**src/rtl/axi_region_remap_pkg.sv**
```systemverilog
// Shared types for the AXI region remapper: response codes, error-slave FSM
// states and the window decode function.
package axi_remap_pkg;

  localparam logic [1:0] RESP_OKAY   = 2'b00;
  localparam logic [1:0] RESP_DECERR = 2'b11;

  // Decode works on the widest supported address so one function serves every
  // parameterisation; callers zero-extend addresses and window tables.
  localparam int MAX_AW      = 64;
  localparam int MAX_REGIONS = 8;

  typedef enum logic [1:0] {
    WIDLE  = 2'd0,
    WDRAIN = 2'd1,
    WRESP  = 2'd2
  } wr_state_e;

  typedef enum logic {
    RIDLE = 1'b0,
    RERR  = 1'b1
  } rd_state_e;

  typedef struct packed {
    logic       hit;
    logic [2:0] idx;
  } decode_t;

  // Window end is formed one bit wider than the address so a window touching
  // the top of the address space does not wrap. Lowest index wins on overlap.
  function automatic decode_t region_decode(
    input logic [MAX_AW-1:0]             addr,
    input logic [MAX_REGIONS*MAX_AW-1:0] base,
    input logic [MAX_REGIONS*MAX_AW-1:0] size,
    input int                            num_regions
  );
    decode_t       d;
    logic [MAX_AW:0] a;
    logic [MAX_AW:0] lo;
    logic [MAX_AW:0] hi;
    d = '0;
    a = {1'b0, addr};
    for (int i = MAX_REGIONS - 1; i >= 0; i--) begin
      lo = {1'b0, base[i*MAX_AW +: MAX_AW]};
      hi = lo + {1'b0, size[i*MAX_AW +: MAX_AW]};
      if (i < num_regions && a >= lo && a < hi) begin
        d.hit = 1'b1;
        d.idx = 3'(i);
      end
    end
    return d;
  endfunction

endpackage

```
**src/rtl/axi_region_remap_if.sv**
```systemverilog
// AXI4 bundle (AW/W/B/AR/R) with atop on AW; master drives requests, slave
// drives responses.
interface axi_region_remap_if #(
  parameter int ADDR_W = 32,
  parameter int DATA_W = 64,
  parameter int ID_W   = 6,
  parameter int USER_W = 1
);
  logic [ID_W-1:0]     awid;
  logic [ADDR_W-1:0]   awaddr;
  logic [7:0]          awlen;
  logic [2:0]          awsize;
  logic [1:0]          awburst;
  logic                awlock;
  logic [3:0]          awcache;
  logic [2:0]          awprot;
  logic [3:0]          awqos;
  logic [5:0]          awatop;
  logic [3:0]          awregion;
  logic [USER_W-1:0]   awuser;
  logic                awvalid;
  logic                awready;

  logic [DATA_W-1:0]   wdata;
  logic [DATA_W/8-1:0] wstrb;
  logic                wlast;
  logic [USER_W-1:0]   wuser;
  logic                wvalid;
  logic                wready;

  logic [ID_W-1:0]     bid;
  logic [1:0]          bresp;
  logic [USER_W-1:0]   buser;
  logic                bvalid;
  logic                bready;

  logic [ID_W-1:0]     arid;
  logic [ADDR_W-1:0]   araddr;
  logic [7:0]          arlen;
  logic [2:0]          arsize;
  logic [1:0]          arburst;
  logic                arlock;
  logic [3:0]          arcache;
  logic [2:0]          arprot;
  logic [3:0]          arqos;
  logic [3:0]          arregion;
  logic [USER_W-1:0]   aruser;
  logic                arvalid;
  logic                arready;

  logic [ID_W-1:0]     rid;
  logic [DATA_W-1:0]   rdata;
  logic [1:0]          rresp;
  logic                rlast;
  logic [USER_W-1:0]   ruser;
  logic                rvalid;
  logic                rready;

  modport master (
    output awid, awaddr, awlen, awsize, awburst, awlock, awcache, awprot, awqos,
           awatop, awregion, awuser, awvalid,
    input  awready,
    output wdata, wstrb, wlast, wuser, wvalid,
    input  wready,
    input  bid, bresp, buser, bvalid,
    output bready,
    output arid, araddr, arlen, arsize, arburst, arlock, arcache, arprot, arqos,
           arregion, aruser, arvalid,
    input  arready,
    input  rid, rdata, rresp, rlast, ruser, rvalid,
    output rready
  );

  modport slave (
    input  awid, awaddr, awlen, awsize, awburst, awlock, awcache, awprot, awqos,
           awatop, awregion, awuser, awvalid,
    output awready,
    input  wdata, wstrb, wlast, wuser, wvalid,
    output wready,
    output bid, bresp, buser, bvalid,
    input  bready,
    input  arid, araddr, arlen, arsize, arburst, arlock, arcache, arprot, arqos,
           arregion, aruser, arvalid,
    output arready,
    output rid, rdata, rresp, rlast, ruser, rvalid,
    input  rready
  );

endinterface

```
**src/rtl/axi_region_remap_err_slv.sv**
```systemverilog
// Internal DECERR slave: swallows a missed write burst and answers with one B,
// or streams arlen+1 error beats for a missed read.
module axi_remap_err_slv
  import axi_remap_pkg::*;
#(
  parameter int ID_W = 6
) (
  input  logic            clk,
  input  logic            rst_n,
  input  logic            aw_go,
  input  logic [ID_W-1:0] aw_id,
  input  logic            w_valid,
  input  logic            w_last,
  output logic            w_ready,
  output logic            b_valid,
  input  logic            b_ready,
  output logic [ID_W-1:0] b_id,
  input  logic            ar_go,
  input  logic [ID_W-1:0] ar_id,
  input  logic [7:0]      ar_len,
  output logic            r_valid,
  input  logic            r_ready,
  output logic            r_last,
  output logic [ID_W-1:0] r_id,
  output wr_state_e       wr_state,
  output rd_state_e       rd_state
);

  wr_state_e       wr_q, wr_d;
  rd_state_e       rd_q, rd_d;
  logic [ID_W-1:0] bid_q;
  logic [ID_W-1:0] rid_q;
  logic [7:0]      rlen_q;
  logic [7:0]      beat_q, beat_d;

  always_ff @(posedge clk) begin
    if (!rst_n) begin
      wr_q   <= WIDLE;
      rd_q   <= RIDLE;
      beat_q <= '0;
    end else begin
      wr_q   <= wr_d;
      rd_q   <= rd_d;
      beat_q <= beat_d;
    end
  end

  always_ff @(posedge clk) begin
    if (wr_q == WIDLE && aw_go) bid_q <= aw_id;
    if (rd_q == RIDLE && ar_go) begin
      rid_q  <= ar_id;
      rlen_q <= ar_len;
    end
  end

  always_comb begin
    wr_d    = wr_q;
    w_ready = 1'b0;
    b_valid = 1'b0;
    case (wr_q)
      WIDLE:  if (aw_go) wr_d = WDRAIN;
      WDRAIN: begin
        w_ready = 1'b1;
        if (w_valid && w_last) wr_d = WRESP;
      end
      WRESP: begin
        b_valid = 1'b1;
        if (b_ready) wr_d = WIDLE;
      end
      default: wr_d = WIDLE;
    endcase
  end

  // Beat index only moves on an accepted beat so a stalled master sees stable data.
  always_comb begin
    rd_d    = rd_q;
    beat_d  = beat_q;
    r_valid = 1'b0;
    r_last  = 1'b0;
    case (rd_q)
      RIDLE: if (ar_go) begin
        rd_d   = RERR;
        beat_d = '0;
      end
      RERR: begin
        r_valid = 1'b1;
        r_last  = (beat_q == rlen_q);
        if (r_ready) begin
          if (r_last) begin
            rd_d   = RIDLE;
            beat_d = '0;
          end else begin
            beat_d = beat_q + 8'd1;
          end
        end
      end
      default: rd_d = RIDLE;
    endcase
  end

  assign b_id     = bid_q;
  assign r_id     = rid_q;
  assign wr_state = wr_q;
  assign rd_state = rd_q;

endmodule

```
**src/rtl/axi_region_remap.sv**
```systemverilog
// AXI4 window remapper: relocates up to NUM_REGIONS address windows, answers
// misses with DECERR. Define AXI_REGION_REMAP_REG_EN to register AW/AR after decode.
// Handshakes: a beat moves on a rising edge where valid && ready; valid never
// waits for ready, and every valid/ready output is held low while aresetn is low.
module axi_region_remap
  import axi_remap_pkg::*;
#(
  parameter int AXI_ADDR_WIDTH  = 32,
  parameter int AXI_DATA_WIDTH  = 64,
  parameter int AXI_ID_WIDTH    = 6,
  parameter int AXI_USER_WIDTH  = 1,
  parameter int NUM_REGIONS     = 2,
  parameter logic [NUM_REGIONS*AXI_ADDR_WIDTH-1:0] REGION_BASE   = {32'h1000_0000, 32'h8000_0000},
  parameter logic [NUM_REGIONS*AXI_ADDR_WIDTH-1:0] REGION_SIZE   = {32'h0000_1000, 32'h4000_0000},
  parameter logic [NUM_REGIONS*AXI_ADDR_WIDTH-1:0] REGION_TARGET = {32'h4000_0000, 32'h0000_0000},
  parameter int MAX_OUTSTANDING = 8,
  localparam int CNT_W = $clog2(MAX_OUTSTANDING + 1)
) (
  input  logic                 aclk,
  input  logic                 aresetn,
  axi_region_remap_if.slave    s_axi,
  axi_region_remap_if.master   m_axi,
  output wr_state_e            dbg_wr_state,
  output rd_state_e            dbg_rd_state,
  output logic [CNT_W-1:0]     dbg_wr_cnt,
  output logic [CNT_W-1:0]     dbg_rd_cnt
);

  localparam int AW      = AXI_ADDR_WIDTH;
  localparam int IW      = AXI_ID_WIDTH;
  localparam int UW      = AXI_USER_WIDTH;
  localparam int AR_PL_W = IW + AW + 8 + 3 + 2 + 1 + 4 + 3 + 4 + 4 + UW;
  localparam int AW_PL_W = AR_PL_W + 6;

  logic [MAX_REGIONS*MAX_AW-1:0] base_ext, size_ext;
  decode_t aw_dec, ar_dec;
  logic [AW-1:0] aw_xaddr, ar_xaddr;

  always_comb begin
    base_ext = '0;
    size_ext = '0;
    for (int i = 0; i < NUM_REGIONS; i++) begin
      base_ext[i*MAX_AW +: MAX_AW] = MAX_AW'(REGION_BASE[i*AW +: AW]);
      size_ext[i*MAX_AW +: MAX_AW] = MAX_AW'(REGION_SIZE[i*AW +: AW]);
    end
  end

  assign aw_dec = region_decode(MAX_AW'(s_axi.awaddr), base_ext, size_ext, NUM_REGIONS);
  assign ar_dec = region_decode(MAX_AW'(s_axi.araddr), base_ext, size_ext, NUM_REGIONS);

  // Relocation is modulo 2^AW; on a miss the result is unused.
  assign aw_xaddr = s_axi.awaddr - REGION_BASE[int'(aw_dec.idx)*AW +: AW]
                  + REGION_TARGET[int'(aw_dec.idx)*AW +: AW];
  assign ar_xaddr = s_axi.araddr - REGION_BASE[int'(ar_dec.idx)*AW +: AW]
                  + REGION_TARGET[int'(ar_dec.idx)*AW +: AW];

  logic [AW_PL_W-1:0] s_aw_pl, a_aw_pl;
  logic [AR_PL_W-1:0] s_ar_pl, a_ar_pl;
  logic a_awvalid, a_awready, a_aw_hit, s_awready_int;
  logic a_arvalid, a_arready, a_ar_hit, s_arready_int;

  assign s_aw_pl = {s_axi.awid, aw_xaddr, s_axi.awlen, s_axi.awsize, s_axi.awburst,
                    s_axi.awlock, s_axi.awcache, s_axi.awprot, s_axi.awqos,
                    s_axi.awatop, s_axi.awregion, s_axi.awuser};
  assign s_ar_pl = {s_axi.arid, ar_xaddr, s_axi.arlen, s_axi.arsize, s_axi.arburst,
                    s_axi.arlock, s_axi.arcache, s_axi.arprot, s_axi.arqos,
                    s_axi.arregion, s_axi.aruser};

`ifdef AXI_REGION_REMAP_REG_EN
  // Pipeline slice: reloads whenever empty or draining, so no bubble between bursts.
  logic aw_q_valid, aw_q_hit, ar_q_valid, ar_q_hit;
  logic [AW_PL_W-1:0] aw_q_pl;
  logic [AR_PL_W-1:0] ar_q_pl;

  always_ff @(posedge aclk) begin
    if (!aresetn) begin
      aw_q_valid <= 1'b0;
      ar_q_valid <= 1'b0;
    end else begin
      if (s_awready_int) aw_q_valid <= s_axi.awvalid;
      if (s_arready_int) ar_q_valid <= s_axi.arvalid;
    end
  end

  always_ff @(posedge aclk) begin
    if (s_awready_int) begin
      aw_q_pl  <= s_aw_pl;
      aw_q_hit <= aw_dec.hit;
    end
    if (s_arready_int) begin
      ar_q_pl  <= s_ar_pl;
      ar_q_hit <= ar_dec.hit;
    end
  end

  assign s_awready_int = !aw_q_valid || a_awready;
  assign s_arready_int = !ar_q_valid || a_arready;
  assign a_awvalid     = aw_q_valid;
  assign a_aw_pl       = aw_q_pl;
  assign a_aw_hit      = aw_q_hit;
  assign a_arvalid     = ar_q_valid;
  assign a_ar_pl       = ar_q_pl;
  assign a_ar_hit      = ar_q_hit;
`else
  assign s_awready_int = a_awready;
  assign s_arready_int = a_arready;
  assign a_awvalid     = s_axi.awvalid;
  assign a_aw_pl       = s_aw_pl;
  assign a_aw_hit      = aw_dec.hit;
  assign a_arvalid     = s_axi.arvalid;
  assign a_ar_pl       = s_ar_pl;
  assign a_ar_hit      = ar_dec.hit;
`endif

  assign s_axi.awready = aresetn && s_awready_int;
  assign s_axi.arready = aresetn && s_arready_int;

  logic [IW-1:0] a_awid, a_arid;
  logic [7:0]    a_arlen;
  assign a_awid  = a_aw_pl[AW_PL_W-1 -: IW];
  assign a_arid  = a_ar_pl[AR_PL_W-1 -: IW];
  assign a_arlen = a_ar_pl[AR_PL_W-IW-AW-1 -: 8];

  assign {m_axi.awid, m_axi.awaddr, m_axi.awlen, m_axi.awsize, m_axi.awburst,
          m_axi.awlock, m_axi.awcache, m_axi.awprot, m_axi.awqos, m_axi.awatop,
          m_axi.awregion, m_axi.awuser} = a_aw_pl;
  assign {m_axi.arid, m_axi.araddr, m_axi.arlen, m_axi.arsize, m_axi.arburst,
          m_axi.arlock, m_axi.arcache, m_axi.arprot, m_axi.arqos,
          m_axi.arregion, m_axi.aruser} = a_ar_pl;

  logic [CNT_W-1:0] wr_cnt, rd_cnt;
  logic w_pend, w_to_err;
  logic wr_full, rd_full, wr_inc, wr_dec, rd_inc, rd_dec;
  logic err_wready, err_bvalid, err_rvalid, err_rlast;
  logic [IW-1:0] err_bid, err_rid;
  wr_state_e wr_state;
  rd_state_e rd_state;
  logic err_w_idle, err_r_idle, aw_go, ar_go, s_w_hs;

  assign wr_full    = (wr_cnt == CNT_W'(MAX_OUTSTANDING));
  assign rd_full    = (rd_cnt == CNT_W'(MAX_OUTSTANDING));
  assign err_w_idle = (wr_state == WIDLE);
  assign err_r_idle = (rd_state == RIDLE);

  // A miss waits for the downstream side to go quiet so responses never interleave.
  assign a_awready = aresetn && !w_pend &&
                     (a_aw_hit ? (m_axi.awready && !wr_full) : (wr_cnt == '0 && err_w_idle));
  assign a_arready = aresetn &&
                     (a_ar_hit ? (m_axi.arready && !rd_full) : (rd_cnt == '0 && err_r_idle));
  assign m_axi.awvalid = aresetn && a_awvalid && a_aw_hit && !w_pend && !wr_full;
  assign m_axi.arvalid = aresetn && a_arvalid && a_ar_hit && !rd_full;
  assign aw_go = a_awvalid && a_awready && !a_aw_hit;
  assign ar_go = a_arvalid && a_arready && !a_ar_hit;

  assign m_axi.wdata  = s_axi.wdata;
  assign m_axi.wstrb  = s_axi.wstrb;
  assign m_axi.wlast  = s_axi.wlast;
  assign m_axi.wuser  = s_axi.wuser;
  assign m_axi.wvalid = aresetn && w_pend && !w_to_err && s_axi.wvalid;
  assign s_axi.wready = aresetn && w_pend && (w_to_err ? err_wready : m_axi.wready);
  assign s_w_hs       = s_axi.wvalid && s_axi.wready;

  always_ff @(posedge aclk) begin
    if (!aresetn) begin
      w_pend   <= 1'b0;
      w_to_err <= 1'b0;
    end else if (a_awvalid && a_awready) begin
      w_pend   <= 1'b1;
      w_to_err <= !a_aw_hit;
    end else if (s_w_hs && s_axi.wlast) begin
      w_pend   <= 1'b0;
    end
  end

  assign s_axi.bvalid = aresetn && (err_w_idle ? m_axi.bvalid : err_bvalid);
  assign s_axi.bid    = err_w_idle ? m_axi.bid   : err_bid;
  assign s_axi.bresp  = err_w_idle ? m_axi.bresp : RESP_DECERR;
  assign s_axi.buser  = err_w_idle ? m_axi.buser : '0;
  assign m_axi.bready = aresetn && err_w_idle && s_axi.bready;

  assign s_axi.rvalid = aresetn && (err_r_idle ? m_axi.rvalid : err_rvalid);
  assign s_axi.rid    = err_r_idle ? m_axi.rid   : err_rid;
  assign s_axi.rdata  = err_r_idle ? m_axi.rdata : '0;
  assign s_axi.rresp  = err_r_idle ? m_axi.rresp : RESP_DECERR;
  assign s_axi.rlast  = err_r_idle ? m_axi.rlast : err_rlast;
  assign s_axi.ruser  = err_r_idle ? m_axi.ruser : '0;
  assign m_axi.rready = aresetn && err_r_idle && s_axi.rready;

  assign wr_inc = m_axi.awvalid && m_axi.awready;
  assign wr_dec = m_axi.bvalid && m_axi.bready;
  assign rd_inc = m_axi.arvalid && m_axi.arready;
  assign rd_dec = m_axi.rvalid && m_axi.rready && m_axi.rlast;

  always_ff @(posedge aclk) begin
    if (!aresetn) begin
      wr_cnt <= '0;
      rd_cnt <= '0;
    end else begin
      if (wr_inc && !wr_dec) wr_cnt <= wr_cnt + CNT_W'(1);
      else if (!wr_inc && wr_dec) wr_cnt <= wr_cnt - CNT_W'(1);
      if (rd_inc && !rd_dec) rd_cnt <= rd_cnt + CNT_W'(1);
      else if (!rd_inc && rd_dec) rd_cnt <= rd_cnt - CNT_W'(1);
    end
  end

  axi_remap_err_slv #(.ID_W(IW)) u_err (
    .clk      (aclk),
    .rst_n    (aresetn),
    .aw_go    (aw_go),
    .aw_id    (a_awid),
    .w_valid  (s_axi.wvalid && w_pend && w_to_err),
    .w_last   (s_axi.wlast),
    .w_ready  (err_wready),
    .b_valid  (err_bvalid),
    .b_ready  (s_axi.bready),
    .b_id     (err_bid),
    .ar_go    (ar_go),
    .ar_id    (a_arid),
    .ar_len   (a_arlen),
    .r_valid  (err_rvalid),
    .r_ready  (s_axi.rready),
    .r_last   (err_rlast),
    .r_id     (err_rid),
    .wr_state (wr_state),
    .rd_state (rd_state)
  );

  assign dbg_wr_state = wr_state;
  assign dbg_rd_state = rd_state;
  assign dbg_wr_cnt   = wr_cnt;
  assign dbg_rd_cnt   = rd_cnt;

endmodule

```
**src/flat_wrapper.sv**
```systemverilog
// flat-port wrapper written by rule: the top's interface ports become plain ports
module axi_region_remap_flat import axi_remap_pkg::*;
#(
  parameter int AXI_ADDR_WIDTH  = 32,
  parameter int AXI_DATA_WIDTH  = 64,
  parameter int AXI_ID_WIDTH    = 6,
  parameter int AXI_USER_WIDTH  = 1,
  parameter int NUM_REGIONS     = 2,
  parameter logic [NUM_REGIONS*AXI_ADDR_WIDTH-1:0] REGION_BASE   = {32'h1000_0000, 32'h8000_0000},
  parameter logic [NUM_REGIONS*AXI_ADDR_WIDTH-1:0] REGION_SIZE   = {32'h0000_1000, 32'h4000_0000},
  parameter logic [NUM_REGIONS*AXI_ADDR_WIDTH-1:0] REGION_TARGET = {32'h4000_0000, 32'h0000_0000},
  parameter int MAX_OUTSTANDING = 8,
  localparam int CNT_W = $clog2(MAX_OUTSTANDING + 1)
)
  (aclk, aresetn, dbg_wr_state, dbg_rd_state, dbg_wr_cnt, dbg_rd_cnt, s_axi_awid, s_axi_awaddr, s_axi_awlen, s_axi_awsize, s_axi_awburst, s_axi_awlock, s_axi_awcache, s_axi_awprot, s_axi_awqos, s_axi_awatop, s_axi_awregion, s_axi_awuser, s_axi_awvalid, s_axi_awready, s_axi_wdata, s_axi_wstrb, s_axi_wlast, s_axi_wuser, s_axi_wvalid, s_axi_wready, s_axi_bid, s_axi_bresp, s_axi_buser, s_axi_bvalid, s_axi_bready, s_axi_arid, s_axi_araddr, s_axi_arlen, s_axi_arsize, s_axi_arburst, s_axi_arlock, s_axi_arcache, s_axi_arprot, s_axi_arqos, s_axi_arregion, s_axi_aruser, s_axi_arvalid, s_axi_arready, s_axi_rid, s_axi_rdata, s_axi_rresp, s_axi_rlast, s_axi_ruser, s_axi_rvalid, s_axi_rready, m_axi_awid, m_axi_awaddr, m_axi_awlen, m_axi_awsize, m_axi_awburst, m_axi_awlock, m_axi_awcache, m_axi_awprot, m_axi_awqos, m_axi_awatop, m_axi_awregion, m_axi_awuser, m_axi_awvalid, m_axi_awready, m_axi_wdata, m_axi_wstrb, m_axi_wlast, m_axi_wuser, m_axi_wvalid, m_axi_wready, m_axi_bid, m_axi_bresp, m_axi_buser, m_axi_bvalid, m_axi_bready, m_axi_arid, m_axi_araddr, m_axi_arlen, m_axi_arsize, m_axi_arburst, m_axi_arlock, m_axi_arcache, m_axi_arprot, m_axi_arqos, m_axi_arregion, m_axi_aruser, m_axi_arvalid, m_axi_arready, m_axi_rid, m_axi_rdata, m_axi_rresp, m_axi_rlast, m_axi_ruser, m_axi_rvalid, m_axi_rready);
  axi_region_remap_if #(.ADDR_W(32), .DATA_W(64), .ID_W(6), .USER_W(1)) s_axi_i ();
  axi_region_remap_if #(.ADDR_W(32), .DATA_W(64), .ID_W(6), .USER_W(1)) m_axi_i ();
  input  logic aclk;
  input  logic aresetn;
  output wr_state_e dbg_wr_state;
  output rd_state_e dbg_rd_state;
  output logic [CNT_W-1:0] dbg_wr_cnt;
  output logic [CNT_W-1:0] dbg_rd_cnt;
  input wire logic [$bits(s_axi_i.awid)-1:0] s_axi_awid;
  input wire logic [$bits(s_axi_i.awaddr)-1:0] s_axi_awaddr;
  input wire logic [$bits(s_axi_i.awlen)-1:0] s_axi_awlen;
  input wire logic [$bits(s_axi_i.awsize)-1:0] s_axi_awsize;
  input wire logic [$bits(s_axi_i.awburst)-1:0] s_axi_awburst;
  input wire logic [$bits(s_axi_i.awlock)-1:0] s_axi_awlock;
  input wire logic [$bits(s_axi_i.awcache)-1:0] s_axi_awcache;
  input wire logic [$bits(s_axi_i.awprot)-1:0] s_axi_awprot;
  input wire logic [$bits(s_axi_i.awqos)-1:0] s_axi_awqos;
  input wire logic [$bits(s_axi_i.awatop)-1:0] s_axi_awatop;
  input wire logic [$bits(s_axi_i.awregion)-1:0] s_axi_awregion;
  input wire logic [$bits(s_axi_i.awuser)-1:0] s_axi_awuser;
  input wire logic [$bits(s_axi_i.awvalid)-1:0] s_axi_awvalid;
  output wire logic [$bits(s_axi_i.awready)-1:0] s_axi_awready;
  input wire logic [$bits(s_axi_i.wdata)-1:0] s_axi_wdata;
  input wire logic [$bits(s_axi_i.wstrb)-1:0] s_axi_wstrb;
  input wire logic [$bits(s_axi_i.wlast)-1:0] s_axi_wlast;
  input wire logic [$bits(s_axi_i.wuser)-1:0] s_axi_wuser;
  input wire logic [$bits(s_axi_i.wvalid)-1:0] s_axi_wvalid;
  output wire logic [$bits(s_axi_i.wready)-1:0] s_axi_wready;
  output wire logic [$bits(s_axi_i.bid)-1:0] s_axi_bid;
  output wire logic [$bits(s_axi_i.bresp)-1:0] s_axi_bresp;
  output wire logic [$bits(s_axi_i.buser)-1:0] s_axi_buser;
  output wire logic [$bits(s_axi_i.bvalid)-1:0] s_axi_bvalid;
  input wire logic [$bits(s_axi_i.bready)-1:0] s_axi_bready;
  input wire logic [$bits(s_axi_i.arid)-1:0] s_axi_arid;
  input wire logic [$bits(s_axi_i.araddr)-1:0] s_axi_araddr;
  input wire logic [$bits(s_axi_i.arlen)-1:0] s_axi_arlen;
  input wire logic [$bits(s_axi_i.arsize)-1:0] s_axi_arsize;
  input wire logic [$bits(s_axi_i.arburst)-1:0] s_axi_arburst;
  input wire logic [$bits(s_axi_i.arlock)-1:0] s_axi_arlock;
  input wire logic [$bits(s_axi_i.arcache)-1:0] s_axi_arcache;
  input wire logic [$bits(s_axi_i.arprot)-1:0] s_axi_arprot;
  input wire logic [$bits(s_axi_i.arqos)-1:0] s_axi_arqos;
  input wire logic [$bits(s_axi_i.arregion)-1:0] s_axi_arregion;
  input wire logic [$bits(s_axi_i.aruser)-1:0] s_axi_aruser;
  input wire logic [$bits(s_axi_i.arvalid)-1:0] s_axi_arvalid;
  output wire logic [$bits(s_axi_i.arready)-1:0] s_axi_arready;
  output wire logic [$bits(s_axi_i.rid)-1:0] s_axi_rid;
  output wire logic [$bits(s_axi_i.rdata)-1:0] s_axi_rdata;
  output wire logic [$bits(s_axi_i.rresp)-1:0] s_axi_rresp;
  output wire logic [$bits(s_axi_i.rlast)-1:0] s_axi_rlast;
  output wire logic [$bits(s_axi_i.ruser)-1:0] s_axi_ruser;
  output wire logic [$bits(s_axi_i.rvalid)-1:0] s_axi_rvalid;
  input wire logic [$bits(s_axi_i.rready)-1:0] s_axi_rready;
  output wire logic [$bits(m_axi_i.awid)-1:0] m_axi_awid;
  output wire logic [$bits(m_axi_i.awaddr)-1:0] m_axi_awaddr;
  output wire logic [$bits(m_axi_i.awlen)-1:0] m_axi_awlen;
  output wire logic [$bits(m_axi_i.awsize)-1:0] m_axi_awsize;
  output wire logic [$bits(m_axi_i.awburst)-1:0] m_axi_awburst;
  output wire logic [$bits(m_axi_i.awlock)-1:0] m_axi_awlock;
  output wire logic [$bits(m_axi_i.awcache)-1:0] m_axi_awcache;
  output wire logic [$bits(m_axi_i.awprot)-1:0] m_axi_awprot;
  output wire logic [$bits(m_axi_i.awqos)-1:0] m_axi_awqos;
  output wire logic [$bits(m_axi_i.awatop)-1:0] m_axi_awatop;
  output wire logic [$bits(m_axi_i.awregion)-1:0] m_axi_awregion;
  output wire logic [$bits(m_axi_i.awuser)-1:0] m_axi_awuser;
  output wire logic [$bits(m_axi_i.awvalid)-1:0] m_axi_awvalid;
  input wire logic [$bits(m_axi_i.awready)-1:0] m_axi_awready;
  output wire logic [$bits(m_axi_i.wdata)-1:0] m_axi_wdata;
  output wire logic [$bits(m_axi_i.wstrb)-1:0] m_axi_wstrb;
  output wire logic [$bits(m_axi_i.wlast)-1:0] m_axi_wlast;
  output wire logic [$bits(m_axi_i.wuser)-1:0] m_axi_wuser;
  output wire logic [$bits(m_axi_i.wvalid)-1:0] m_axi_wvalid;
  input wire logic [$bits(m_axi_i.wready)-1:0] m_axi_wready;
  input wire logic [$bits(m_axi_i.bid)-1:0] m_axi_bid;
  input wire logic [$bits(m_axi_i.bresp)-1:0] m_axi_bresp;
  input wire logic [$bits(m_axi_i.buser)-1:0] m_axi_buser;
  input wire logic [$bits(m_axi_i.bvalid)-1:0] m_axi_bvalid;
  output wire logic [$bits(m_axi_i.bready)-1:0] m_axi_bready;
  output wire logic [$bits(m_axi_i.arid)-1:0] m_axi_arid;
  output wire logic [$bits(m_axi_i.araddr)-1:0] m_axi_araddr;
  output wire logic [$bits(m_axi_i.arlen)-1:0] m_axi_arlen;
  output wire logic [$bits(m_axi_i.arsize)-1:0] m_axi_arsize;
  output wire logic [$bits(m_axi_i.arburst)-1:0] m_axi_arburst;
  output wire logic [$bits(m_axi_i.arlock)-1:0] m_axi_arlock;
  output wire logic [$bits(m_axi_i.arcache)-1:0] m_axi_arcache;
  output wire logic [$bits(m_axi_i.arprot)-1:0] m_axi_arprot;
  output wire logic [$bits(m_axi_i.arqos)-1:0] m_axi_arqos;
  output wire logic [$bits(m_axi_i.arregion)-1:0] m_axi_arregion;
  output wire logic [$bits(m_axi_i.aruser)-1:0] m_axi_aruser;
  output wire logic [$bits(m_axi_i.arvalid)-1:0] m_axi_arvalid;
  input wire logic [$bits(m_axi_i.arready)-1:0] m_axi_arready;
  input wire logic [$bits(m_axi_i.rid)-1:0] m_axi_rid;
  input wire logic [$bits(m_axi_i.rdata)-1:0] m_axi_rdata;
  input wire logic [$bits(m_axi_i.rresp)-1:0] m_axi_rresp;
  input wire logic [$bits(m_axi_i.rlast)-1:0] m_axi_rlast;
  input wire logic [$bits(m_axi_i.ruser)-1:0] m_axi_ruser;
  input wire logic [$bits(m_axi_i.rvalid)-1:0] m_axi_rvalid;
  output wire logic [$bits(m_axi_i.rready)-1:0] m_axi_rready;
  assign s_axi_i.awid = s_axi_awid;
  assign s_axi_i.awaddr = s_axi_awaddr;
  assign s_axi_i.awlen = s_axi_awlen;
  assign s_axi_i.awsize = s_axi_awsize;
  assign s_axi_i.awburst = s_axi_awburst;
  assign s_axi_i.awlock = s_axi_awlock;
  assign s_axi_i.awcache = s_axi_awcache;
  assign s_axi_i.awprot = s_axi_awprot;
  assign s_axi_i.awqos = s_axi_awqos;
  assign s_axi_i.awatop = s_axi_awatop;
  assign s_axi_i.awregion = s_axi_awregion;
  assign s_axi_i.awuser = s_axi_awuser;
  assign s_axi_i.awvalid = s_axi_awvalid;
  assign s_axi_awready = s_axi_i.awready;
  assign s_axi_i.wdata = s_axi_wdata;
  assign s_axi_i.wstrb = s_axi_wstrb;
  assign s_axi_i.wlast = s_axi_wlast;
  assign s_axi_i.wuser = s_axi_wuser;
  assign s_axi_i.wvalid = s_axi_wvalid;
  assign s_axi_wready = s_axi_i.wready;
  assign s_axi_bid = s_axi_i.bid;
  assign s_axi_bresp = s_axi_i.bresp;
  assign s_axi_buser = s_axi_i.buser;
  assign s_axi_bvalid = s_axi_i.bvalid;
  assign s_axi_i.bready = s_axi_bready;
  assign s_axi_i.arid = s_axi_arid;
  assign s_axi_i.araddr = s_axi_araddr;
  assign s_axi_i.arlen = s_axi_arlen;
  assign s_axi_i.arsize = s_axi_arsize;
  assign s_axi_i.arburst = s_axi_arburst;
  assign s_axi_i.arlock = s_axi_arlock;
  assign s_axi_i.arcache = s_axi_arcache;
  assign s_axi_i.arprot = s_axi_arprot;
  assign s_axi_i.arqos = s_axi_arqos;
  assign s_axi_i.arregion = s_axi_arregion;
  assign s_axi_i.aruser = s_axi_aruser;
  assign s_axi_i.arvalid = s_axi_arvalid;
  assign s_axi_arready = s_axi_i.arready;
  assign s_axi_rid = s_axi_i.rid;
  assign s_axi_rdata = s_axi_i.rdata;
  assign s_axi_rresp = s_axi_i.rresp;
  assign s_axi_rlast = s_axi_i.rlast;
  assign s_axi_ruser = s_axi_i.ruser;
  assign s_axi_rvalid = s_axi_i.rvalid;
  assign s_axi_i.rready = s_axi_rready;
  assign m_axi_awid = m_axi_i.awid;
  assign m_axi_awaddr = m_axi_i.awaddr;
  assign m_axi_awlen = m_axi_i.awlen;
  assign m_axi_awsize = m_axi_i.awsize;
  assign m_axi_awburst = m_axi_i.awburst;
  assign m_axi_awlock = m_axi_i.awlock;
  assign m_axi_awcache = m_axi_i.awcache;
  assign m_axi_awprot = m_axi_i.awprot;
  assign m_axi_awqos = m_axi_i.awqos;
  assign m_axi_awatop = m_axi_i.awatop;
  assign m_axi_awregion = m_axi_i.awregion;
  assign m_axi_awuser = m_axi_i.awuser;
  assign m_axi_awvalid = m_axi_i.awvalid;
  assign m_axi_i.awready = m_axi_awready;
  assign m_axi_wdata = m_axi_i.wdata;
  assign m_axi_wstrb = m_axi_i.wstrb;
  assign m_axi_wlast = m_axi_i.wlast;
  assign m_axi_wuser = m_axi_i.wuser;
  assign m_axi_wvalid = m_axi_i.wvalid;
  assign m_axi_i.wready = m_axi_wready;
  assign m_axi_i.bid = m_axi_bid;
  assign m_axi_i.bresp = m_axi_bresp;
  assign m_axi_i.buser = m_axi_buser;
  assign m_axi_i.bvalid = m_axi_bvalid;
  assign m_axi_bready = m_axi_i.bready;
  assign m_axi_arid = m_axi_i.arid;
  assign m_axi_araddr = m_axi_i.araddr;
  assign m_axi_arlen = m_axi_i.arlen;
  assign m_axi_arsize = m_axi_i.arsize;
  assign m_axi_arburst = m_axi_i.arburst;
  assign m_axi_arlock = m_axi_i.arlock;
  assign m_axi_arcache = m_axi_i.arcache;
  assign m_axi_arprot = m_axi_i.arprot;
  assign m_axi_arqos = m_axi_i.arqos;
  assign m_axi_arregion = m_axi_i.arregion;
  assign m_axi_aruser = m_axi_i.aruser;
  assign m_axi_arvalid = m_axi_i.arvalid;
  assign m_axi_i.arready = m_axi_arready;
  assign m_axi_i.rid = m_axi_rid;
  assign m_axi_i.rdata = m_axi_rdata;
  assign m_axi_i.rresp = m_axi_rresp;
  assign m_axi_i.rlast = m_axi_rlast;
  assign m_axi_i.ruser = m_axi_ruser;
  assign m_axi_i.rvalid = m_axi_rvalid;
  assign m_axi_rready = m_axi_i.rready;
  axi_region_remap #(.AXI_ADDR_WIDTH(AXI_ADDR_WIDTH), .AXI_DATA_WIDTH(AXI_DATA_WIDTH), .AXI_ID_WIDTH(AXI_ID_WIDTH), .AXI_USER_WIDTH(AXI_USER_WIDTH), .NUM_REGIONS(NUM_REGIONS), .REGION_BASE(REGION_BASE), .REGION_SIZE(REGION_SIZE), .REGION_TARGET(REGION_TARGET), .MAX_OUTSTANDING(MAX_OUTSTANDING)) u_core (.aclk(aclk), .aresetn(aresetn), .s_axi(s_axi_i), .m_axi(m_axi_i), .dbg_wr_state(dbg_wr_state), .dbg_rd_state(dbg_rd_state), .dbg_wr_cnt(dbg_wr_cnt), .dbg_rd_cnt(dbg_rd_cnt));
endmodule
```
**config.mk**
```make
export PLATFORM = sky130hd
export DESIGN_NAME = axi_region_remap_flat
export DESIGN_NICKNAME = d
export VERILOG_FILES = /design/src/rtl/axi_region_remap_pkg.sv /design/src/rtl/axi_region_remap_if.sv /design/src/rtl/axi_region_remap_err_slv.sv /design/src/rtl/axi_region_remap.sv /design/src/flat_wrapper.sv
export SDC_FILE = /design/constraint.sdc
export NUM_CORES = 1
export LEC_CHECK = 0
export BUFFER_PORTS_ARGS = -buffer_cell sky130_fd_sc_hd__buf_4
export CELL_PAD_IN_SITES_DETAIL_PLACEMENT = 0
export CELL_PAD_IN_SITES_GLOBAL_PLACEMENT = 2
export CORE_AREA = 2 2 248 250
export CTS_BUF_LIST = sky130_fd_sc_hd__clkbuf_4
export DETAILED_ROUTE_END_ITERATION = 8
export DIE_AREA = 0 0 250 252
export PLACE_DENSITY = 0.58
export SYNTH_ARGS = -nofsm -noshare
export SYNTH_HDL_FRONTEND = slang
export SYNTH_SLANG_ARGS = --single-unit
```
**constraint.sdc**
```tcl
create_clock -name aclk -period 4.4 [get_ports aclk]
set_input_delay 0.44 -clock aclk [delete_from_list [all_inputs] [get_ports aclk]]
set_output_delay 0.44 -clock aclk [all_outputs]
set_load 0.005 [all_outputs]
```
# After elaboration in Yosys (flattened, before gate mapping)
# Cells that the tools add are included.
word_totals:
  inputBits: 311
  register_bits: 41
  output_inout_bits: 320
op_classes:
  bitwise_logic: 1
  eq_ne: 10
  reduce_logical: 68
  n_mux: 37
  shifts: 4
  order_cmp: 8
  n_addsub: 9
op_table:
  columns: ["operator", "n"]
  rows:
  - ["$shiftx A64 B9 Y32 const A", 4]
  - ["$add A32 B32 Y32", 2]
  - ["$ge A32 B29 Y1 const B", 2]
  - ["$ge A32 B32 Y1 const B", 2]
  - ["$lt A32 B29 Y1 const B", 2]
  - ["$lt A32 B32 Y1 const B", 2]
  - ["$mux W64", 1]
  - ["$sub A32 B32 Y32", 2]
  - ["$logic_and A1 B1 Y1", 50]
  - ["$mux W4", 8]
  - ["$mux W8", 3]
  - ["$pmux W8 S2", 1]
  - ["$mux W1", 15]
  - ["$mux W6", 2]
  - ["$logic_not A1 Y1", 10]
  - ["$mux W2", 5]
  - ["$ne A2 B2 Y1 const B", 5]
  - ["$add A4 B1 Y4 const B", 2]
  - ["$add A8 B1 Y8 const B", 1]
  - ["$eq A4 B4 Y1 const B", 2]
  - ["$eq A8 B8 Y1", 1]
  - ["$logic_not A4 Y1", 2]
  - ["$sub A4 B1 Y4 const B", 2]
  - ["$pmux W2 S3", 1]
  - ["8 further kinds", 10]

# Logic depth before layout (Yosys ltp)
depth:
  ltp_word: 12
  mapped_depth: 18
  depth_no_buf: 18

# Modules after synthesis
# Synthesis repeated with hierarchy kept, for this count alone.
unflattened:
  hier_cells: 988
  hier_area_um2: 7626.1
modules_own_cells:
  columns: ["module", "area_per_inst_um2", "n_inst", "cells_per_inst"]
  rows:
  - ["axi_region_remap", 6327.3, 1, 885]
  - ["axi_remap_err_slv", 1298.7, 1, 103]

# Worst setup path before layout
# Ideal clock, no wire load.
synth_path:
  path_type: "input-to-reg"
  from: "in s_axi_awaddr[20]"
  to: "reg u_core.wr_cnt[3] (netlist: u_core.dbg_wr_cnt[3])"
  t_arrival_ns: 3.564
  path_slack_ns: 0.760
  t_required_ns: 4.324
  setup_time_ns: 0.076
  stages: 18
  cell_sequence: "inv_1 -> ha_1 -> nand4_1 -> a2111oi_0 -> o21ai_0 -> nand3_1 -> a21oi_1 -> o21a_1 -> nand2_1 -> nor2_1 -> ha_1 -> inv_1 -> ha_1 -> a21o_1 -> a21oi_1 -> xnor2_1 -> or3_1 -> a21boi_0"
synth_via:
  elab_chain_cells: 11
  word_cells_on_any_way: 17
synth_rtl:
  columns: ["element", "line_no", "rtl"]
  rows:
  - ["start, declared", "flat_wrapper.sv:25", "input wire logic [$bits(s_axi_i.awaddr)-1:0] s_axi_awaddr;"]
  - ["$ge A32 B29 Y1 or $lt A32 B29 Y1 (tied branches)", "axi_region_remap_pkg.sv:46", "if (i < num_regions && a >= lo && a < hi) begin"]
  - ["$logic_and A1 B1 Y1", "axi_region_remap_pkg.sv:46", null]
  - ["$mux W4", "axi_region_remap_pkg.sv:46", null]
  - ["$mux W4 *", "axi_region_remap_pkg.sv:46", null]
  - ["$logic_and A1 B1 Y1 * (3 in a row)", "axi_region_remap.sv:150", "assign m_axi.awvalid = aresetn && a_awvalid && a_aw_hit && !w_pend && !wr_full;"]
  - ["$logic_and A1 B1 Y1 *", "axi_region_remap.sv:189", "assign wr_inc = m_axi.awvalid && m_axi.awready;"]
  - ["$logic_not A1 Y1", "axi_region_remap.sv:200", "else if (!wr_inc && wr_dec) wr_cnt <= wr_cnt - CNT_W'(1);"]
  - ["$logic_and A1 B1 Y1", "axi_region_remap.sv:200", null]
  - ["$reduce_bool A2 Y1 (no source line)", null, null]
  - ["end signal, assigned", "axi_region_remap.sv:199", "if (wr_inc && !wr_dec) wr_cnt <= wr_cnt + CNT_W'(1);"]
  - ["end signal, assigned", "axi_region_remap.sv:200", null]
  - ["end, declared", "axi_region_remap.sv:131", "logic [CNT_W-1:0] wr_cnt, rd_cnt;"]
# Every way passes the cells marked *; elsewhere a longest branch is shown, timed or not.
# A chain may end at the register's enable or synchronous reset.

# Worst setup path in the final report
layout_path:
  from: "in s_axi_araddr[2]"
  to: "out m_axi_araddr[21]"
layout_via:
  elab_chain_cells: 7
  word_cells_on_any_way: 12
layout_rtl:
  columns: ["element", "line_no", "rtl"]
  rows:
  - ["start, declared", "flat_wrapper.sv:50", "input wire logic [$bits(s_axi_i.araddr)-1:0] s_axi_araddr;"]
  - ["$ge A32 B29 Y1 or $lt A32 B29 Y1 (tied branches)", "axi_region_remap_pkg.sv:46", null]
  - ["$logic_and A1 B1 Y1", "axi_region_remap_pkg.sv:46", null]
  - ["$mux W4 (2 in a row)", "axi_region_remap_pkg.sv:46", null]
  - ["$shiftx A64 B9 Y32", "axi_region_remap.sv:54", "assign ar_xaddr = s_axi.araddr - REGION_BASE[int'(ar_dec.idx)*AW +: AW]"]
  - ["$sub A32 B32 Y32", "axi_region_remap.sv:54", null]
  - ["$add A32 B32 Y32 *", "axi_region_remap.sv:55", "+ REGION_TARGET[int'(ar_dec.idx)*AW +: AW];"]
  - ["end, declared", "flat_wrapper.sv:95", "output wire logic [$bits(m_axi_i.araddr)-1:0] m_axi_araddr;"]
# Marks and branches as above.

==> parameters.txt <==
Parameter                              Value

Power
  Total power per unit cell area ... a little over 200 mW/mm2
  Reg power frac ... 21.4%
  Clock network fraction of design power ... 16.3%
  Leakage component of the power ... 4.72 nW
  Worst-case vdd ir drop ... around 140 uV
  Switching pwr ... 796 uW
  Internal ... ~1.3 mW
  Logic gate share of total power ... 62.3%
  Share of total power consumed by net switching ... a little under two fifths

Synth
  Most common cell in the synthesized netlist ... sky130_fd_sc_hd__buf_4
  Most instantiated flip-flop cell in the synthesis netlist ... sky130_fd_sc_hd__dfxtp_1
  Synthesized instance count ... 970
  Synth top cells by count ... 156 x sky130_fd_sc_hd__buf_4, 102 x sky130_fd_sc_hd__ha_1, 98 x sky130_fd_sc_hd__inv_1
  Biggest area consumer among synthesized cells ... sky130_fd_sc_hd__ha_1
  Average size of a mapped cell ... 7.75 um2
  Sequential element share of the synthesized area ... 13.6%
  Netlist Area Pre-Place ... ~0.0075 mm2
  Flops & latches, synth ... 41
  Number of distinct library cell variants in the gate-level netlist after synthesis ... 66
  Fraction of post-synthesis cell area in the top cell type by area ... 17.0%
  Number of enable-type register cells in the synthesized netlist ... 20
  Top area cells in the synthesized netlist ... sky130_fd_sc_hd__ha_1 17%, sky130_fd_sc_hd__buf_4 16%, sky130_fd_sc_hd__edfxtp_1 8.0%
  Yosys warns ... 0
  Proportion of register bits with asynchronous set or reset after synthesis ... 0%
  Net count of the mapped netlist ... 1,385

Final layout
  Net total in the final layout ... 1,588
  Final Non-Filler Cells ... 1,957
  Layout cell share with drive strength beyond 1 ... 35.6%
  Area overhead of the layout relative to synthesis ... 34.9%

Setup path
  Critical path cell sequence ... buf_4 > inv_1 > ha_1 > o21ba_2 > or4_1 > nand4_1 > nand3_1 > a2111oi_0 > o21bai_1 > a21o_1 > a21oi_1 > xor2_1 > buf_4
  Top fanout value on the critical path ... 4
  Slowest CP cell ... sky130_fd_sc_hd__a2111oi_0
  Crit-path leading delay family ... compound AO/OA/AOI/OAI gates
  CP Buf/Inv Count ... 3
  Nature of the critical path endpoint ... output pin
  Type of the worst setup path ... in -> out
  Required time reported for the critical path endpoint ... 3.96 ns
  Cell repeated most along the worst path ... sky130_fd_sc_hd__buf_4
  Setup crit start kind ... input port
  Slowest stage delay, CP ... 0.55 ns
  Crit path DAT ... 3.42 ns

STA
  Share of the cycle needed by the critical path after routing ... a little under 90%
  Clock skew ... around 0.019 ns
  Slew margin rel. ... 59.9%
  Final-report hold violation count ... 0
  Highest attainable clock frequency ... 259 MHz
  Least-Margin Pin Slew ... between 0.5 and 0.6 ns
  Unrepaired setup endpoints after global routing ... false
  Final-layout worst hold slack ... 0.208 ns
  Final period demand of the worst path ... slightly below 4 ns
  Final count of pins violating max slew ... 0
  Setup violators final ... 0
  Total negative setup slack ... 0 ns

Floorplanning
  Core outline area ... 0.0601 mm2
  Initial Utilization ... 12.5%
  Std cell rows ... 90
  Die Y-Extent ... about 250 um
  Die footprint ... 0.0630 mm2
  Horizontal die dimension ... 250 um
  Number of ports placed on the die boundary ... 631

Detailed routing
  Via/cell ratio ... 3.62
  Post-detailed-route wirelength per cell ... 14.7 um
  Overall via count from detail_route ... 7,090
  Residual antenna-violating net count after detailed routing ... 0
  Detailed Route WL ... 28.7 mm
  First-iteration detailed-routing DRC count ... 260
  DR pass1 iterations ... 4
  Remaining design rule violation count ... 0

Flow run
  Max-cap check violation count ... 0

Global routing
  Largest net degree at the start of global routing ... 44
  Via count of the first global-routing pass ... 7,417
  Leftover overflow at the end of global routing ... 0
  Global-route wire length before repair ... 42.8 mm
  GR Util met2 ... 15.5%
  Number of antenna violations at the first check in global routing ... 1
  Met1 layer usage reported by global route ... a little under a tenth
  GRT Util Overall ... 8.58%
  GR met3 Demand/Resource ... 2.56%
  Most Crowded Layer GR ... met2

CTS
  Sinks on the clock net ... 41
  Post-CTS sizing ... 0
  CTS Buffer Depth ... 2
  CTS root buf ... sky130_fd_sc_hd__clkbuf_4
  Number of buffers inserted for hold repair after clock tree synthesis ... 0
  Cts bufs inserted ... 5
  Post-CTS repair timing setup buffer count ... 0
  Register clock-pin slew on the reported worst setup and hold paths ... about 0.15 ns
  Source-to-sink clock delay at the later pin of the worst-skew pair ... 0.41 ns
  TritonCTS clock tree ... yes
  H-Tree Level Count ... 2

Outcome
  Result of the run ... finished clean

Hold path
  Worst hold path type ... in -> reg

Placed design
  Detailed placement HPWL ... between 20 and 30 mm
  Count of buffers from port buffering ... between 300 and 400
  # placed instances ... 1,948
  Final weighted congestion in routability-driven placement ... 0.754
[worst reg2reg max path: stages, from the launching register on]
cell and delay (ns):
sky130_fd_sc_hd__dfxtp_1 0.42, sky130_fd_sc_hd__nor2_1 0.41, sky130_fd_sc_hd__nand3_1 0.14, sky130_fd_sc_hd__a21oi_1 0.16
sky130_fd_sc_hd__o21a_1 0.18, sky130_fd_sc_hd__nand2_1 0.10, sky130_fd_sc_hd__nor2_1 0.12, sky130_fd_sc_hd__ha_1 0.20
sky130_fd_sc_hd__inv_1 0.09, sky130_fd_sc_hd__ha_1 0.27, sky130_fd_sc_hd__a21o_1 0.17, sky130_fd_sc_hd__a21oi_1 0.16
sky130_fd_sc_hd__xnor2_1 0.09, sky130_fd_sc_hd__or3_1 0.29, sky130_fd_sc_hd__a21boi_0 0.16
[layout make-up]
type / instances / area (um2)
Fill cell: 6905 / 50000
Multi-Input combinational cell: 657 / 4880
Timing Repair Buffer: 370 / 2780
Sequential cell: 41 / 1020
Tap cell: 782 / 978
Inverter: 98 / 368
Clock inverter: 3 / 68.8
Clock buffer: 5 / 37.5
Antenna cell: 1 / 2.50
[sequential cells by signal, indices dropped and copies added (netlist names)]
register               flops
u_core.dbg_wr_cnt          4
u_core.w_pend              1
u_core.w_to_err            1
u_core.u_err.rd_state      1
u_core.u_err.wr_state      2
u_core.dbg_rd_cnt          4
u_core.u_err.rlen_q        8
u_core.u_err.r_id          6
u_core.u_err.beat_q        8
u_core.u_err.b_id          6
[final timing paths]
kind,startpoint,to,slack [ns],cells after the start
setup / recovery,s_axi_araddr[2],m_axi_araddr[21],0.54,13
hold reg to reg,u_core.u_err.beat_q[7],u_core.u_err.beat_q[7],0.49,1
setup reg to reg,u_core.u_err.wr_state[0],u_core.dbg_wr_cnt[3],1.39,14
hold / removal,s_axi_arid[2],u_core.u_err.r_id[2],0.21,1
[metal layers]
| metal | share of wire, % | wire [um] | vias to the layer above |
|---|---|---|---|
| li1 | - | - | 3523 |
| met1 | 39 | 11200 | 3214 |
| met2 | 51 | 14500 | 291 |
| met3 | 7.5 | 2160 | 62 |
| met4 | 3.0 | 856 | 0 |
| met5 | 0 | 0 | - |
[placed cells by master (no fill, tap or decap), types with 8 or more instances in the layout]
cell type and n:
sky130_fd_sc_hd__a21o_1 9, sky130_fd_sc_hd__a21oi_1 49, sky130_fd_sc_hd__a31oi_1 15, sky130_fd_sc_hd__and2_1 12
sky130_fd_sc_hd__buf_4 370, sky130_fd_sc_hd__dfxtp_1 20, sky130_fd_sc_hd__edfxtp_1 20, sky130_fd_sc_hd__ha_1 102
sky130_fd_sc_hd__inv_1 98, sky130_fd_sc_hd__mux2_2 13, sky130_fd_sc_hd__nand2_1 48, sky130_fd_sc_hd__nand2b_1 15
sky130_fd_sc_hd__nand3_1 15, sky130_fd_sc_hd__nand4_1 8, sky130_fd_sc_hd__nor2_1 51, sky130_fd_sc_hd__nor2b_1 79
sky130_fd_sc_hd__nor3_1 14, sky130_fd_sc_hd__o21ai_0 35, sky130_fd_sc_hd__o21bai_1 14, sky130_fd_sc_hd__or2_2 9
sky130_fd_sc_hd__xnor2_1 49, sky130_fd_sc_hd__xor2_1 18
[stage by stage]
| step | instance area (um2) | worst slack, ns | util, % | power (mW) |
|---|---|---|---|---|
| after global placement | 10000 | 0.498 | 16.7 | 1.78 |
| after CTS | 10100 | 0.554 | 16.9 | 2.14 |
| after detailed placement | 10000 | 0.499 | 16.7 | 1.77 |
| final | 10100 | 0.542 | 16.9 | 2.08 |
| after floorplan | 7520 | 0.760 | - | 1.19 |
| after global routing | 10100 | 0.293 | 16.9 | 2.26 |
[cells by family (layout without fill, tap and decap cells)]
logic type                 Yosys count  in the layout  synth area share, %
muxes                               17             17                 2.48
xor gates and xnor gates            67             67                 7.81
adders and majority gates          104            104                 17.5
other                                0              1                    0
buffers and inverters              272            476                 21.5
AOI/OAI and AO/OA                  185            185                 16.6
DFF                                 41             41                 13.6
and+or+nand+nor                    284            284                 20.6
[power by group through the flow]
stage	clock network, mW	registers [mW]	logic, mW
6_report	0.338	0.445	1.29
2_1_floorplan	0	0.448	0.738
4_1_cts	0.371	0.446	1.32
5_1_grt	0.379	0.449	1.43
3_5_place_dp	0	0.454	1.31
3_3_place_gp	0	0.455	1.32
Note: power is estimated with default switching activity, not from simulation.
